<file path="config.mk">
export PLATFORM = sky130hd
export DESIGN_NAME = fwd_hazard_unit
export DESIGN_NICKNAME = d
export VERILOG_FILES = /design/src/rtl/fwd_pkg.sv /design/src/rtl/fwd_hazard_unit_match.sv /design/src/rtl/fwd_hazard_unit.sv
export SDC_FILE = /design/constraint.sdc
export NUM_CORES = 1
export LEC_CHECK = 0
export CAP_MARGIN = 20
export CORE_MARGIN = 8
export CORE_UTILIZATION = 51
export DETAILED_ROUTE_END_ITERATION = 16
export PLACE_DENSITY = 0.84
export SETUP_SLACK_MARGIN = 0.3
export SYNTH_ARGS = -nofsm -noshare
export SYNTH_HDL_FRONTEND = slang
export SYNTH_SLANG_ARGS = --single-unit
export TNS_END_PERCENT = 1
</file>
<file path="constraint.sdc">
create_clock -name clk -period 4.5 [get_ports clk]
set_input_delay 0.9 -clock clk [delete_from_list [all_inputs] [get_ports clk]]
set_output_delay 0.9 -clock clk [all_outputs]
set_load 0.01 [all_outputs]
</file>
<file path="src/rtl/fwd_pkg.sv">
// fwd_pkg: shared encodings and scoreboard entry type for the forwarding unit
package fwd_pkg;
  localparam int REG_W_MAX = 8;
  localparam int RDY_W_MAX = 4;
  localparam int SEL_W_MAX = 4;
  typedef logic [SEL_W_MAX-1:0] fwd_sel_t;
  localparam fwd_sel_t FWD_RF = '0;
  typedef struct packed {
    logic                 vld;
    logic                 wr;
    logic [REG_W_MAX-1:0] rd;
    logic [RDY_W_MAX-1:0] rdy_cnt;
  } sb_entry_t;
  function automatic logic [RDY_W_MAX-1:0] dec_sat(input logic [RDY_W_MAX-1:0] c);
    return (c == '0) ? c : c - 1'b1;
  endfunction
endpackage

</file>
<file path="src/rtl/fwd_hazard_unit_match.sv">
// fwd_src_match: youngest-producer priority matcher for one source operand
module fwd_src_match
  import fwd_pkg::*;
#(
  parameter int DEPTH = 2,
  parameter int REG_W = 5,
  parameter int SEL_W = 2
)(
  input  sb_entry_t [DEPTH-1:0] ent,
  input  logic [REG_W-1:0]      src,
  input  logic                  used,
  output logic [SEL_W-1:0]      sel,
  output logic                  not_ready
);
  always_comb begin
    sel = SEL_W'(FWD_RF);
    not_ready = 1'b0;
    for (int k = DEPTH; k >= 1; k--) begin
      if (ent[k-1].vld && ent[k-1].wr && ent[k-1].rd == REG_W_MAX'(src) && src != '0 && used) begin
        sel = SEL_W'(k);
        not_ready = ent[k-1].rdy_cnt != '0;
      end
    end
  end
endmodule

</file>
<file path="src/rtl/fwd_hazard_unit.sv">
// fwd_hazard_unit: scoreboard-based operand forwarding and load-use stall
module fwd_hazard_unit
  import fwd_pkg::*;
#(
  parameter int DEPTH    = 2,
  parameter int NUM_SRC  = 2,
  parameter int REG_W    = 5,
  parameter int LOAD_LAT = 1,
  parameter int CNT_W    = 16,
  localparam int SEL_W   = $clog2(DEPTH+1)
)(
  input  logic                     clk,
  input  logic                     rst_n,
  input  logic                     ex_valid,
  input  logic [REG_W-1:0]         ex_rd,
  input  logic                     ex_reg_write,
  input  logic                     ex_is_load,
  input  logic [NUM_SRC*REG_W-1:0] ex_src,
  input  logic [NUM_SRC-1:0]       ex_src_used,
  input  logic                     hold,
  input  logic                     flush,
  output logic [NUM_SRC*SEL_W-1:0] fwd_sel,
  output logic                     stall,
  output logic [CNT_W-1:0]         stall_cnt
);
  sb_entry_t [DEPTH-1:0] sb_q, sb_d;
  logic [CNT_W-1:0] stall_cnt_q, stall_cnt_d;
  logic [NUM_SRC-1:0] not_ready;
  genvar i;
  generate
    for (i = 0; i < NUM_SRC; i++) begin : g_src
      fwd_src_match #(.DEPTH(DEPTH), .REG_W(REG_W), .SEL_W(SEL_W)) u_match (
        .ent       (sb_q),
        .src       (ex_src[i*REG_W +: REG_W]),
        .used      (ex_src_used[i]),
        .sel       (fwd_sel[i*SEL_W +: SEL_W]),
        .not_ready (not_ready[i])
      );
    end
  endgenerate
  assign stall = ex_valid && !hold && !flush && (|not_ready);
  assign stall_cnt = stall_cnt_q;
  always_comb begin
    sb_d = sb_q;
    stall_cnt_d = (stall && !(&stall_cnt_q)) ? stall_cnt_q + 1'b1 : stall_cnt_q;
    if (flush) begin
      sb_d = '0;
    end else if (!hold) begin
      for (int k = DEPTH-1; k >= 1; k--) begin
        sb_d[k] = sb_q[k-1];
        sb_d[k].rdy_cnt = dec_sat(sb_q[k-1].rdy_cnt);
      end
      sb_d[0].vld = ex_valid && !stall;
      sb_d[0].wr = ex_reg_write;
      sb_d[0].rd = REG_W_MAX'(ex_rd);
      sb_d[0].rdy_cnt = ex_is_load ? RDY_W_MAX'(LOAD_LAT) : '0;
    end
  end
  always_ff @(posedge clk or negedge rst_n) begin
    if (!rst_n) begin
      sb_q <= '0;
      stall_cnt_q <= '0;
    end else begin
      sb_q <= sb_d;
      stall_cnt_q <= stall_cnt_d;
    end
  end
endmodule

</file>
# ---- Yosys cells after proc, flatten, opt, wreduce, memory -nomap -nowiden
# Index checks and enable logic that the tools add are counted.
dict set report totals {
  regBits 44
  input_bits 24
  out_inout_bits 21
}
dict set report op_classes {
  n_addsub 2
  eq_ne 5
  n_mux 12
  n_reduce_logical 30
}
# operator n
set op_table {}
lappend op_table {{$mux 28} 2}
lappend op_table {{$eq 8x5->1} 4}
lappend op_table {{$logic_and 1x1->1} 19}
lappend op_table {{$add 16x1->16 const B} 1}
lappend op_table {{$reduce_and 16->1} 1}
lappend op_table {{$reduce_bool 5->1} 2}
lappend op_table {{$mux 2} 4}
lappend op_table {{$reduce_bool 4->1} 2}
lappend op_table {{$mux 1} 5}
lappend op_table {{$logic_not 1->1} 4}
lappend op_table {{$logic_not 4->1} 1}
lappend op_table {{$mux 4} 1}
lappend op_table {{$sub 4x1->4 const B} 1}
lappend op_table {{$ne 2x1->1 const B} 1}
lappend op_table {{$reduce_or 2->1} 1}

# ---- Depth between registers and ports, before layout
dict set report logic_depth {
  ltp_word 12
  ltp_mapped 8
  mapped_depth_nobuf 7
}

# ---- Hierarchy
# Synthesis repeated with hierarchy kept, for this count alone.
dict set report unflattened {
  cells_unflattened 182
  hier_area_um2 1934.4
}
# mod n_inst cells_per_inst area_each_um2 seq_area_each_um2
set modules_own_cells {}
lappend modules_own_cells {fwd_hazard_unit 1 128 1508.9 775.7}
lappend modules_own_cells {fwd_src_match 2 27 212.7 0.0}

# ---- Worst setup path before layout
# Ideal clock, no wire load.
dict set report synth_timing {
  path_kind {input port to output port}
  from {in ex_src[6]}
  to {out stall}
  arrival_ns 2.044
  t_required_ns 3.600
  setup_slack_ns 1.556
  stages 5
  cell_sequence {or4_1 > o21ai_1 > nor3_2 > o21a_1 > nor2b_1}
}
dict set report synth_between {
  elab_chain_len 8
  elab_cells_between_ends 13
  classes_between {eq/ne (2); mux (2); reduce/logical (9)}
}
# item line_no
set synth_rtl {}
lappend synth_rtl {{start, declared} fwd_hazard_unit.sv:18} ;# input logic [NUM_SRC*REG_W-1:0] ex_src,
lappend synth_rtl {{$eq 8x5->1} fwd_hazard_unit_match.sv:19} ;# if (ent[k-1].vld && ent[k-1].wr && ent[k-1].rd == REG_W_MAX'(src) && src != '0 && used) begin
lappend synth_rtl {{$logic_and 1x1->1 (3 in series)} fwd_hazard_unit_match.sv:19}
lappend synth_rtl {{$mux 1} fwd_hazard_unit_match.sv:19}
lappend synth_rtl {{$mux 1 *} fwd_hazard_unit_match.sv:19}
lappend synth_rtl {{$reduce_or 2->1 *} fwd_hazard_unit.sv:41} ;# assign stall = ex_valid && !hold && !flush && (|not_ready);
lappend synth_rtl {{$logic_and 1x1->1 *} fwd_hazard_unit.sv:41}
lappend synth_rtl {{end, declared} fwd_hazard_unit.sv:23} ;# output logic stall,
# Every way passes the cells marked *; elsewhere a longest branch is shown, timed or not.

# ---- Final worst setup path
# Ends and elaborated chain as after synthesis.

==> summary.md <==
| Metric | Value |
|---|---|
| Clock sinks | 31 |
| TritonCTS buffer count | 5 |
| Nets | 234 |
| CP required | 3.60 ns |
| P per Cell Area | 245.7 nW/um^2 |
| Crit path max fanout | 4 |
| Most frequent cells in the layout | 44 x clkdlybuf4s50_1, 31 x dfrtp_1, 21 x xor2_1, 20 x nor2_1 |
| Synth Area in Compound Gates | 0.03293 |
| Setup Viol. Count Final | 0 |
| Pin count of the biggest net entering global routing | 32 |
| Post-Synth XOR/XNOR Area | 0.1834 |
| Wire length of the first global-routing pass | 6686 um |
| Area Overhead vs Synth | 33.08% |
| Placed instance count | 246 |
| Final Hold Vio Count | 0 |
| Drt drc | 0 |
| Adder-cell area share of the yosys netlist | 0.007485 |
| Post-layout util | 0.7228 |
| Syn_nets | 186 |
| Horiz. Die Dim | 73.25 um |
| Clock Tree Root | clkbuf_4 |
| Fraction of layout cells with a size suffix above 1 | 0.07619 |
| Vias in the first global route | 1,418 |
| Die height | 73.25 um |
| Port Buffer Count | 44 |
| Antenna cell count | 0 |
| M1 WL | 1854 um |
| DRT antenna net count | 0 |
| Unique masters post-synth | 27 |
| Total Routed Length | 4078 um |
| Post-CTS setup buffers | 0 |
| H-tree Lvls | 2 |
| Core Box Area | 3078 sq um |
| Final worst path period share | 0.8843 |
| Fmax | 251.3 MHz |
| Met3 WL | 335 um |
| Main combinational cell family by area after synthesis | simple AND/OR/NAND/NOR gates |
| Arrival @ worst endpoint | 3.08 ns |
| Synth area leader | dfrtp_1 |
| Synth warnings | 0 |
| Mapped Area | 1672 sq um |
| Initial Util | 0.5431 |
| Endpoint class of the critical path | output port |
| Hold Path Class | reg2reg |
| Clk buf depth | 2 |
| Mean Syn Cell Area | 10.38 sq um |
| Leakage | 1.005 nW |
| DR vias/cell | 5.256 |
| CTS Hold Bufs | 0 |
| Post-Synth Simple-Gate Area | 0.1991 |
| Routed len/inst | 16.06 um |
| RSZ-0062 raised after global routing | no |
| Outcome | finished, final reports clean |
| TritonRoute pass-1 iters | 4 |
| MaxCap Viol Count | 0 |
| Dominant cells by area after synthesis | dfrtp_1 46%, xor2_1 11%, mux2i_1 8.4% |
| TNS Setup | 0 ns |
| Worst-Skew Late Latency | 0.33 ns |
| Synth top area share | 0.4641 |
| Multiplexer share of the synthesized area | 0.09281 |
| Setup CP Type | in2out |
| Clk slew on worst S/H paths | 0.09 ns |
| Worst Max-Slew Pin Slew | 0.5928 ns |
| Layout Cells excl Fill | 254 |
| Initial antenna violation count | 0 |
| VDD IR-drop max | 0.1532 mV |
| Final Skew | 0.007120 ns |
| Critical Path Source Type | input port |
| I/O pins | 45 |
| Top Layer Used | met4 |
| DR WL met2 | 1838 um |
| Gpl congestion | 0.9096 |
| Syn Inst Count | 161 |
| Fraction of the yosys area taken by sequential cells | 0.4641 |
| Fin. max-slew vios | 0 |
| # rows | 20 |
| GRT Resource Usage Total | 0.1608 |
| Flops & latches, synth | 31 |
| Detail Placement HPWL | 3031 um |
| Initial DRC count | 79 |
| CTS resizes | 0 |
| Worst slew margin | 0.6035 |
| DR vias | 1,335 |
| Global route overflow | 0 |
| Leading cell type in the layout, fill and taps excluded | clkdlybuf4s50_1 |
| CTS tree | done |
| Total die area | 5366 sq um |
| Tmin final | 3.980 ns |
## per-stage QoR
step                      total power, mW  cell area [sq um]  hold WS [ns]  setup WS [ns]
after detailed placement           0.3637               2156        0.4875         0.5284
final                              0.5466               2225        0.5044         0.5205
after floorplan                    0.3270               1672        0.5116          1.556
after global routing               0.5712               2225        0.5322         0.4140
after global placement             0.3617               2156        0.4817         0.5572
after CTS                          0.5527               2225        0.5050         0.5186
## where the power goes
| part | total (mW) | internal, mW | leakage [nW] | switching [mW] |
|---|---|---|---|---|
| Combinational | 0.0661 | 0.0363 | 0.546 | 0.0298 |
| Sequential | 0.292 | 0.284 | 0.421 | 0.00777 |
| Clock | 0.188 | 0.0919 | 0.0386 | 0.0963 |
## cell families (layout without fill, tap and decap cells)
group	Yosys count	after routing
and+or+nand+nor	66	66
xor gates and xnor gates	35	35
DFF	31	31
muxes	15	15
buffers and inverters	7	56
AOI/OAI and AO/OA	6	6
adders and majority gates	1	1
## final timing paths
kind / slack, ns / endpoint / cells after the start / start
min in group asynchronous: 0.94 / stall_cnt[11] / 2 / rst_n
worst max register to register: 2.45 / stall_cnt[9] / 7 / stall_cnt[0]
max in group asynchronous: 3.26 / stall_cnt[1] / 2 / rst_n
worst max-delay path: 0.52 / stall / 7 / ex_src[6]
worst min register to register: 0.50 / stall_cnt[6] / 1 / stall_cnt[6]
worst min-delay path: 0.50 / stall_cnt[6] / 1 / stall_cnt[6]
## metal layers
layer,vias to the layer above,GRT usage
li1,646,-
met1,639,0.1936
met2,43,0.2463
met3,7,0.07075
met4,0,0.06000
met5,-,0
## flip-flops by register name, indices dropped and copies added (netlist names)
name	cells
stall_cnt	16
sb_q	15
## synth_stat cells
library cell / count
nand4_1: 5
nand2_1: 11
o21ai_1: 1
nor4_1: 3
xor2_1: 21
o21ai_2: 1
or4_1: 2
nor2_1: 20
buf_6: 1
xnor2_1: 14
a31oi_1: 1
nor3_1: 10
nand3_1: 6
buf_1: 1
o22ai_1: 1
dfrtp_1: 31
or3_1: 2
nor2b_1: 1
clkbuf_1: 3
nor3_2: 4
and3_1: 2
inv_1: 2
ha_1: 1
mux2i_1: 14
o21a_1: 1
mux2_4: 1
o211ai_4: 1
## cell type report
type | count | area, sq um
multi-input cells | 123 | 862.1
fillers | 231 | 853.3
flip-flops and latches | 31 | 775.7
repair buffers | 46 | 455.4
clock buffers | 8 | 68.82
well taps | 44 | 55.05
inverters | 2 | 7.507
## critical path, cell delays in order
cell	delay, ns
clkdlybuf4s50_1	0.47
or4_1	0.53
o21ai_1	0.23
nor3_2	0.13
o21a_1	0.21
nor2b_1	0.13
clkdlybuf4s50_1	0.48
(Power assumes the default switching activity.)
